$ cat src/rtl/uart_rx_if.sv
// Signal bundle between the UART receiver and its driver: serial line, frame
// configuration, baud enable and the received-character status.
interface uart_rx_if;
  logic       ce_16;
  logic       ser_in;
  logic       parity_en;
  logic       parity_odd;
  logic [7:0] rx_data;
  logic       new_rx_data;
  logic       frame_err;
  logic       parity_err;
  logic       rx_busy;

  modport slave (
    input  ce_16, ser_in, parity_en, parity_odd,
    output rx_data, new_rx_data, frame_err, parity_err, rx_busy
  );

  modport master (
    output ce_16, ser_in, parity_en, parity_odd,
    input  rx_data, new_rx_data, frame_err, parity_err, rx_busy
  );
endinterface

$ cat src/rtl/uart_rx.sv
// 16x-oversampling UART receiver: 8 data bits LSB first, optional even/odd
// parity, one stop bit; one-clock new_rx_data strobe per completed frame.
module uart_rx #(
  parameter int SYNC_STAGES = 2
) (
  input  logic       clock,
  input  logic       reset,
  uart_rx_if.slave   bus
);

  localparam int SYNC_N = (SYNC_STAGES < 2) ? 2 : SYNC_STAGES;

  typedef enum logic [2:0] {
    S_IDLE,
    S_START,
    S_DATA,
    S_PARITY,
    S_STOP
  } state_e;

  state_e            state_q, state_d;
  logic [SYNC_N-1:0] sync_q;
  logic              rx_s;
  logic              rx_last_q, rx_last_d;
  logic [3:0]        cnt16_q, cnt16_d;
  logic [2:0]        bit_cnt_q, bit_cnt_d;
  logic [7:0]        shift_q, shift_d;
  logic              pen_q, pen_d;
  logic              podd_q, podd_d;
  logic              perr_frame_q, perr_frame_d;
  logic [7:0]        rx_data_q, rx_data_d;
  logic              new_q, new_d;
  logic              frame_err_q, frame_err_d;
  logic              parity_err_q, parity_err_d;

  function automatic logic parity_mismatch(input logic [7:0] data,
                                           input logic       pbit,
                                           input logic       odd);
    return ((^data) ^ pbit) != odd;
  endfunction

  // Input synchronizer; idle-high so reset never looks like a start edge
  always_ff @(posedge clock or posedge reset) begin
    if (reset) sync_q <= '1;
    else       sync_q <= {sync_q[SYNC_N-2:0], bus.ser_in};
  end

  assign rx_s = sync_q[SYNC_N-1];

  always_ff @(posedge clock or posedge reset) begin
    if (reset) begin
      state_q      <= S_IDLE;
      rx_last_q    <= 1'b1;
      cnt16_q      <= '0;
      bit_cnt_q    <= '0;
      rx_data_q    <= '0;
      new_q        <= 1'b0;
      frame_err_q  <= 1'b0;
      parity_err_q <= 1'b0;
    end else begin
      state_q      <= state_d;
      rx_last_q    <= rx_last_d;
      cnt16_q      <= cnt16_d;
      bit_cnt_q    <= bit_cnt_d;
      rx_data_q    <= rx_data_d;
      new_q        <= new_d;
      frame_err_q  <= frame_err_d;
      parity_err_q <= parity_err_d;
    end
  end

  // Per-frame working storage is always written before it is consumed
  always_ff @(posedge clock) begin
    shift_q      <= shift_d;
    pen_q        <= pen_d;
    podd_q       <= podd_d;
    perr_frame_q <= perr_frame_d;
  end

  always_comb begin
    state_d      = state_q;
    rx_last_d    = rx_last_q;
    cnt16_d      = cnt16_q;
    bit_cnt_d    = bit_cnt_q;
    shift_d      = shift_q;
    pen_d        = pen_q;
    podd_d       = podd_q;
    perr_frame_d = perr_frame_q;
    rx_data_d    = rx_data_q;
    new_d        = 1'b0;
    frame_err_d  = frame_err_q;
    parity_err_d = parity_err_q;

    if (bus.ce_16) begin
      rx_last_d = rx_s;
      cnt16_d   = cnt16_q + 4'd1;
      case (state_q)
        S_IDLE: begin
          cnt16_d = cnt16_q;
          // Only a genuine high-to-low transition starts a frame
          if (rx_last_q && !rx_s) begin
            state_d      = S_START;
            cnt16_d      = '0;
            pen_d        = bus.parity_en;
            podd_d       = bus.parity_odd;
            perr_frame_d = 1'b0;
          end
        end
        S_START: begin
          if (cnt16_q == 4'd7) begin
            if (!rx_s) begin
              state_d   = S_DATA;
              cnt16_d   = '0;
              bit_cnt_d = '0;
            end else begin
              state_d = S_IDLE;
            end
          end
        end
        S_DATA: begin
          if (cnt16_q == 4'd15) begin
            shift_d[bit_cnt_q] = rx_s;
            bit_cnt_d          = bit_cnt_q + 3'd1;
            if (bit_cnt_q == 3'd7) state_d = pen_q ? S_PARITY : S_STOP;
          end
        end
        S_PARITY: begin
          if (cnt16_q == 4'd15) begin
            perr_frame_d = parity_mismatch(shift_q, rx_s, podd_q);
            state_d      = S_STOP;
          end
        end
        S_STOP: begin
          // Leaving at mid stop bit lets a back-to-back start edge be caught
          if (cnt16_q == 4'd15) begin
            rx_data_d    = shift_q;
            frame_err_d  = !rx_s;
            parity_err_d = pen_q & perr_frame_q;
            new_d        = 1'b1;
            state_d      = S_IDLE;
          end
        end
        default: state_d = S_IDLE;
      endcase
    end
  end

  assign bus.rx_data     = rx_data_q;
  assign bus.new_rx_data = new_q;
  assign bus.frame_err   = frame_err_q;
  assign bus.parity_err  = parity_err_q;
  assign bus.rx_busy     = (state_q != S_IDLE);

endmodule

$ cat src/flat_wrapper.sv
// flat-port wrapper written by rule: the top's interface ports become plain ports
module uart_rx_flat 
#(
  parameter int SYNC_STAGES = 2
)
  (clock, reset, bus_ce_16, bus_ser_in, bus_parity_en, bus_parity_odd, bus_rx_data, bus_new_rx_data, bus_frame_err, bus_parity_err, bus_rx_busy);
  uart_rx_if bus_i ();
  input  logic clock;
  input  logic reset;
  input wire logic [$bits(bus_i.ce_16)-1:0] bus_ce_16;
  input wire logic [$bits(bus_i.ser_in)-1:0] bus_ser_in;
  input wire logic [$bits(bus_i.parity_en)-1:0] bus_parity_en;
  input wire logic [$bits(bus_i.parity_odd)-1:0] bus_parity_odd;
  output wire logic [$bits(bus_i.rx_data)-1:0] bus_rx_data;
  output wire logic [$bits(bus_i.new_rx_data)-1:0] bus_new_rx_data;
  output wire logic [$bits(bus_i.frame_err)-1:0] bus_frame_err;
  output wire logic [$bits(bus_i.parity_err)-1:0] bus_parity_err;
  output wire logic [$bits(bus_i.rx_busy)-1:0] bus_rx_busy;
  assign bus_i.ce_16 = bus_ce_16;
  assign bus_i.ser_in = bus_ser_in;
  assign bus_i.parity_en = bus_parity_en;
  assign bus_i.parity_odd = bus_parity_odd;
  assign bus_rx_data = bus_i.rx_data;
  assign bus_new_rx_data = bus_i.new_rx_data;
  assign bus_frame_err = bus_i.frame_err;
  assign bus_parity_err = bus_i.parity_err;
  assign bus_rx_busy = bus_i.rx_busy;
  uart_rx #(.SYNC_STAGES(SYNC_STAGES)) u_core (.clock(clock), .reset(reset), .bus(bus_i));
endmodule
$ cat config.mk
export PLATFORM = sky130hd
export DESIGN_NAME = uart_rx_flat
export DESIGN_NICKNAME = d
export VERILOG_FILES = /design/src/rtl/uart_rx_if.sv /design/src/rtl/uart_rx.sv /design/src/flat_wrapper.sv
export SDC_FILE = /design/constraint.sdc
export NUM_CORES = 1
export LEC_CHECK = 0
export ABC_CLOCK_PERIOD_IN_PS = 2100
export CORE_MARGIN = 2
export CORE_UTILIZATION = 40
export DETAILED_ROUTE_END_ITERATION = 12
export PLACE_DENSITY_LB_ADDON = 0.3
export SETUP_SLACK_MARGIN = 0.5
export SLEW_MARGIN = 20
export SYNTH_ARGS = -nofsm -noshare
export SYNTH_HDL_FRONTEND = slang
export SYNTH_SLANG_ARGS = --single-unit
$ cat constraint.sdc
create_clock -name clock -period 2.1 [get_ports clock]
set_input_delay 0.525 -clock clock [delete_from_list [all_inputs] [get_ports clock]]
set_output_delay 0.525 -clock clock [all_outputs]
set_load 0.005 [all_outputs]
==> flow_summary.json, run 1 <==
{
  "power_frac_clock": 0.254,
  "start_util": 0.4171,
  "final.setup.worst_slack_ns": 0.4474,
  "nets": 189,
  "die_height_um": 68.82,
  "detail_route.wirelength_mm": 3.652,
  "antenna_found_initial": 0,
  "tritoncts.num_buffers": 5,
  "detailroute.via_count": 1217,
  "route.detailed.drc": 0,
  "fin_worst_skew_ns": 0.01000,
  "pin_count_of_the_biggest_net_entering_global_routing": 25,
  "std_cell_rows": 23,
  "core_region_area_mm2": 0.004029,
  "slew_viol_final": 0,
  "comb_power_share": 0.336,
  "sequentialPowerShare": 0.410,
  "floorplan.die.width_um": 68.82,
  "finalCriticalPeriod_ns": 1.653,
  "cts-hold-fix-buffers": 0,
  "placement.io_buffers": 17,
  "cts_buffer_depth": 2,
  "synth.lib_cells_used.distinct": 43,
  "drt.antenna.violating_nets": 0,
  "max-cap-violations": 0,
  "crit_path_end_kind": "primary output",
  "synth_enable_flop_cells": 11,
  "cts_tree": "done",
  "seq_area_frac_synth": 0.5562,
  "internal_power_mw": 1.357,
  "cts.htree.levels": 2,
  "cts_sinks": 35,
  "post_drt_wl_per_cell_um": 15.81,
  "power.switching_fraction": 0.3189,
  "path_max_fanout": 2,
  "post_synthesis_instance_area_mm2": 0.001680,
  "clkSlewWorstSetupHoldPaths_ns": 0.07,
  "grt_first_pass_wirelength_mm": 5.954,
  "worst_setup_path_class": "register to primary output",
  "postSynthRegisterBits": 35,
  "worst_skew_pair.late_latency_ns": 0.29,
  "fraction_of_final_layout_cells_with_drive_strength_greater_than_1": 0.4199,
  "hp_class": "register to register",
  "setup-violations-final": 0,
  "required_ns": 1.57,
  "finalHoldViolations": 0,
  "outcome": "completed",
  "vdd_ir_drop_max_mv": 0.4998,
  "worstPathArrival_ns": 1.13,
  "vias_in_the_first_global_route": 1255,
  "tightestPinTransition_ns": 0.3203,
  "detail_route.vias_per_cell": 5.268,
  "dp.final_hpwl_mm": 2.116,
  "critPathLaunchType": "register",
  "post-route-period-util": 0.7870,
  "synthesis.instances": 133,
  "gr-usage-all-layers": 0.1785,
  "fin_total_pwr_mw": 1.993,
  "reg2reg_setup_slack_ns": 0.45,
  "power_density_mw_per_mm2": 872.2,
  "antennaDiodeCount": 0,
  "achievable-frequency_mhz": 605.1,
  "p_leak_nw": 1.052,
  "hold-worst-slack_ns": 0.3576,
  "placer_congestion": 0.7951,
  "post_synth.cell_area_avg_um2": 12.63,
  "die-area_mm2": 0.004736,
  "drt_pre_antenna_iters": 4,
  "drt_iter0_drc": 56,
  "area.growth.synth_to_final_pct": 35.96,
  "cts_root_buf": "clkbuf_8",
  "rsz0062_at_grt": "yes",
  "post-place-ws_ns": -0.003571,
  "io_pins": 18,
  "yosys_warnings": 0,
  "synth_async_reset_ratio": 0.6857,
  "power_switching_mw": 0.6355,
  "synth.net_count": 142,
  "overflow": 0,
  "worst_slew_margin_rel": 0.7865,
  "synth_ff_type": "dfrtp_1"
}
-- worst paths after layout --
path / startpoint / end / cells after the start
setup / recovery: u_core.state_q[0]$_DFFE_PP0P_ / bus_rx_busy / 3
hold / removal: u_core.sync_q[0]$_DFF_PP1_ / u_core.sync_q[1]$_DFF_PP1_ / 0
setup reg to reg: u_core.cnt16_q[1]$_DFFE_PP0P_ / u_core.state_q[0]$_DFFE_PP0P_ / 6
hold reg to reg: u_core.sync_q[0]$_DFF_PP1_ / u_core.sync_q[1]$_DFF_PP1_ / 0
max in group asynchronous: reset / u_core.rx_last_q$_DFFE_PP1P_ / 3
min in group asynchronous: reset / u_core.bus.rx_data[2]$_DFFE_PP0P_ / 3
-- worst max-delay path, stage by stage (launching register included) --
cell and delay, ns:
dfrtp_1 0.40, nor3_4 0.23, inv_2 0.08, buf_2 0.13
-- per-layer routing --
| metal | vias to the layer above | track usage | part of all wire |
|---|---|---|---|
| met1 | 601 | 0.2354 | 0.46 |
| met4 | 0 | 0.08088 | 0.021 |
| met3 | 10 | 0.03896 | 0.039 |
| li1 | 580 | - | - |
| met2 | 26 | 0.2825 | 0.48 |
| met5 | - | 0 | 0 |
-- flip-flops by register name, indices dropped and copies added, names as in the netlist, 2 cells and up --
name                cells
u_core.state_q          3
u_core.cnt16_q          4
u_core.sync_q           2
u_core.bit_cnt_q        3
u_core.shift_q          8
u_core.bus.rx_data      8
-- final cells by class --
| type | count | area [µm²] |
|---|---|---|
| Clock inverter | 1 | 5.005 |
| Fill cell | 353 | 1744 |
| Tap cell | 50 | 62.56 |
| Clock buffer | 7 | 86.33 |
| Timing Repair Buffer | 45 | 371.6 |
| Sequential cell | 35 | 937.1 |
| Multi-Input combinational cell | 89 | 807.0 |
| Inverter | 4 | 15.01 |
-- cell families (layout without fill, tap and decap cells) --
family,Yosys count,in the layout,synth area share
AND/OR/NAND/NOR,43,44,0.1616
buffers and inverters,10,57,0.03946
AO/OA/AOI/OAI,25,25,0.1102
multiplexers,9,9,0.06031
flip-flops,35,35,0.5562
XOR/XNOR,8,8,0.04989
adder cells (fa/ha/maj),3,3,0.02234
-- cells in the mapped netlist (3+ instances only) --
cell type	n	area, µm²
and3_1	3	18.77
buf_6	3	33.78
dfrtp_1	21	525.5
dfstp_2	3	78.83
edfxtp_1	11	330.3
ha_1	3	37.54
inv_1	3	11.26
mux2_1	5	56.30
mux2_2	4	45.04
nand2_1	8	30.03
nand2b_1	3	18.77
nand3_1	5	25.02
nor2_1	8	30.03
o21ai_0	6	30.03
o31ai_1	4	30.03
xnor2_1	5	43.79
-- metrics by stage --
step	setup TNS, ns	cells	utilization	cell area [µm²]
2_1_floorplan	0	133	-	1702
3_3_place_gp	0	201	0.4804	1936
3_5_place_dp	-0.005095	201	0.4804	1936
4_1_cts	0	230	0.5590	2252
5_1_grt	0	231	0.5671	2285
6_report	0	231	0.5671	2285
-- cells in the final DEF, fill, tap and decap left out, types with 4 or more instances in the layout --
cell type,count
buf_4,24
dfrtp_1,19
dlygate4sd2_1,11
edfxtp_1,11
nand2_1,7
nor2_1,6
clkbuf_8,6
o21ai_0,5
nand3_1,5
xnor2_1,5
mux2_2,4
o31ai_1,4
clkdlybuf4s50_1,4
buf_6,4
-- timing repair --
action / 4_1_cts / 5_1_grt
pin swaps: 8 / 4
gates resized for setup: 34 / 10
setup buffers: 20 / 1
endpoints found under the setup margin: 41 / 30
gates cloned: 1 / 0
-- power by group through the flow --
stage	clock network [mW]	registers, mW	logic (mW)
final	0.506	0.817	0.670
after CTS	0.512	0.812	0.587
after floorplan	0	0.810	0.329
after global routing	0.542	0.822	0.728
after detailed placement	0	0.826	0.417
after global placement	0	0.823	0.405
(Power assumes the default switching activity.)
==> run 2, diff against run 1 <==
--- a/config.mk
+++ b/config.mk
@@ -5,7 +5,7 @@
 export SDC_FILE = /design/constraint.sdc
 export NUM_CORES = 1
 export LEC_CHECK = 0
-export ABC_CLOCK_PERIOD_IN_PS = 2100
+export ABC_CLOCK_PERIOD_IN_PS = 1550
 export CORE_MARGIN = 2
 export CORE_UTILIZATION = 40
 export DETAILED_ROUTE_END_ITERATION = 12
==> constraint.sdc (replaced) <==
create_clock -name clock -period 1.55 [get_ports clock]
set_input_delay 0.3875 -clock clock [delete_from_list [all_inputs] [get_ports clock]]
set_output_delay 0.3875 -clock clock [all_outputs]
set_load 0.005 [all_outputs]
==> run 2 against run 1 <==
Against the previous run: the flow now finishes with violations (setup timing); power is 54% higher; clock power rose by 71%; via count grew 10%; cell area up 16%; flip-flop and latch count unchanged; non-clock buffer count increased by 26; global-route usage increased by 1.9 points; worst hold slack improved by 0.00068 ns; critical path type is now register to register.
==> flow_summary.json, run 2 (synthesis results as in run 1) <==
{
  "p_leak_nw": 1.202,
  "start_util": 0.4171,
  "multi_input_comb_area_um2": 927.1,
  "cp.depth": 8,
  "setup-violations-final": 24,
  "drt.antenna.violating_nets": 0,
  "final_cell_mix": "37 x buf_4, 18 x dfrtp_1, 16 x buf_6, 12 x buf_2, 11 x edfxtp_1",
  "fin_setup_tns_ns": -2.260,
  "reg2reg_to": "u_core.bit_cnt_q[0]$_DFFE_PP0P_",
  "pin_count_of_the_biggest_net_entering_global_routing": 25,
  "overflow": 0,
  "required_ns": 1.74,
  "tritoncts.num_buffers": 5,
  "crit_path_end_kind": "register",
  "post-route-period-util": 1.094,
  "cts_root_buf": "clkbuf_8",
  "dp.final_hpwl_mm": 2.430,
  "io_pins": 18,
  "critPathLaunchType": "register",
  "detail_route.vias_per_cell": 5.246,
  "final_cells": 256,
  "power_density_mw_per_mm2": 1161,
  "vdd_ir_drop_max_mv": 0.8670,
  "route.detailed.drc": 0,
  "critical_path.cell_chain": "ha_2 -> and3_4 -> nor3b_4 -> buf_6 -> buf_6 -> buf_6 -> and3b_2 -> a21o_1",
  "placement.io_buffers": 17,
  "antenna_found_initial": 0,
  "crit_top_cell": "buf_6",
  "path_max_fanout": 6,
  "area.growth.synth_to_final_pct": 57.56,
  "die-area_mm2": 0.004736,
  "hold_path_startpoint": "u_core.sync_q[0]$_DFF_PP1_",
  "cpLargestDelayFamily": "simple AND/OR/NAND/NOR gates",
  "post-route-util": 0.6571,
  "finalCriticalPeriod_ns": 1.695,
  "detailroute.via_count": 1343,
  "slew_viol_final": 0,
  "worst_skew_pair.late_latency_ns": 0.30,
  "failed_checks": "setup timing",
  "cts-hold-fix-buffers": 0,
  "cts_sinks": 35,
  "timing.rr.start": "u_core.cnt16_q[1]$_DFFE_PP0P_",
  "die_height_um": 68.82,
  "max_stage_delay_ns": 0.39,
  "final.setup.worst_slack_ns": -0.1452,
  "floorplan.die.width_um": 68.82,
  "worst_slew_margin_rel": 0.7809,
  "std_cell_rows": 23,
  "antennaDiodeCount": 0,
  "min_delay_path_depth": 0,
  "reg2reg_setup_slack_ns": -0.15,
  "critical_path_buf_inv_count": 3,
  "finalHoldViolations": 0,
  "cts.htree.levels": 2,
  "worst_setup_path_class": "register to register",
  "post_drt_wl_per_cell_um": 17.60,
  "outcome": "finished with violations",
  "area.sequential_um2": 938.4,
  "cts_buffer_depth": 2,
  "achievable-frequency_mhz": 589.9,
  "placer_congestion": 0.7772,
  "vias_in_the_first_global_route": 1392,
  "hp_class": "register to register",
  "rsz0062_at_grt": "yes",
  "mostFrequentLayoutCell": "buf_4",
  "drt_iter0_drc": 113,
  "clkSlewWorstSetupHoldPaths_ns": 0.07,
  "holdPathEnd": "u_core.sync_q[1]$_DFF_PP1_",
  "gr-usage-all-layers": 0.1974,
  "detail_route.wirelength_mm": 4.506,
  "cts_tree": "done",
  "crit_slowest_cell": "dfrtp_1",
  "hold-worst-slack_ns": 0.3583,
  "fillers": 289,
  "worstPathArrival_ns": 1.88,
  "drt_pre_antenna_iters": 4,
  "max-cap-violations": 0,
  "fin_worst_skew_ns": 0.008684,
  "nets": 214,
  "dp.cells": 221,
  "core_region_area_mm2": 0.004029,
  "grt_first_pass_wirelength_mm": 6.520,
  "reg2regPathDepth": 8,
  "post-place-ws_ns": -0.2564,
  "fraction_of_final_layout_cells_with_drive_strength_greater_than_1": 0.6068,
  "tightestPinTransition_ns": 0.3274
}
## run 2: changes by cell type in the layout (fill, tap and decap cells not counted), sizes merged
cell | before | now
buf | 29 | 66
dlygate4sd2 | 11 | 1
clkbuf | 8 | 6
bufinv | 0 | 1
nand4 | 2 | 1
## run 2: timing repair
action | CTS | global route
pin swaps | 21 | 9
endpoints found under the setup margin | 46 | 46
resized for setup | 88 | 15
buffers inserted | 19 | 8
## run 2: per-stage QoR
| step | total power [mW] | area, µm² |
|---|---|---|
| 3_3_place_gp | 1.866 | 2145 |
| 2_1_floorplan | 1.588 | 1764 |
| 5_1_grt | 3.223 | 2648 |
| 6_report | 3.074 | 2648 |
| 3_5_place_dp | 1.891 | 2145 |
| 4_1_cts | 2.873 | 2512 |
## run 2: worst register-to-register path: stages (launching register included)
cell and delay, ns:
dfrtp_1 0.39, ha_2 0.20, and3_4 0.16, nor3b_4 0.15, buf_6 0.13, buf_6 0.11, buf_6 0.11, and3b_2 0.19
a21o_1 0.15
## run 2: how the worst max path moves through the flow
stage	startpoint	end
final	u_core.cnt16_q[1]$_DFFE_PP0P_	u_core.bit_cnt_q[0]$_DFFE_PP0P_
after global routing	u_core.cnt16_q[1]$_DFFE_PP0P_	u_core.bit_cnt_q[0]$_DFFE_PP0P_
after CTS	u_core.cnt16_q[1]$_DFFE_PP0P_	u_core.shift_q[5]$_DFFE_PP_
after detailed placement	bus_ce_16	u_core.bus.rx_data[1]$_DFFE_PP0P_
after global placement	bus_ce_16	u_core.shift_q[1]$_DFFE_PP_
after floorplan	u_core.cnt16_q[0]$_DFFE_PP0P_	u_core.shift_q[1]$_DFFE_PP_
## run 2: where the power goes
group,internal [mW],switching [mW]
registers,1.04,0.0791
logic,0.553,0.538
clock network,0.520,0.343
total,2.11,0.961
## run 2: area by class of cell
type                       instances  share of cell area
clock inverter                     2             0.01323
tap                               50             0.02363
inverter                           4            0.005671
clock buffer                       6             0.03119
multi-input combinational         88              0.3502
sequential                        35              0.3544
timing repair buffer              71              0.2216
## run 2: routing by layer
layer  vias up  GRT usage  wire length (µm)
li1        624          -                 -
met1       682     0.2218              1827
met2        28     0.3462              2386
met3         9    0.05682               183
met4         0    0.08824               108
met5         -          0                 0
==> run 3, diff against run 2 <==
--- a/config.mk
+++ b/config.mk
@@ -9,6 +9,7 @@
 export CORE_MARGIN = 2
 export CORE_UTILIZATION = 40
 export DETAILED_ROUTE_END_ITERATION = 12
+export HOLD_SLACK_MARGIN = 0.06
 export PLACE_DENSITY_LB_ADDON = 0.3
 export SETUP_SLACK_MARGIN = 0.5
 export SLEW_MARGIN = 20
==> results of run 3 <==
No change in the layout: final DEF, timing and power equal those of run 2.
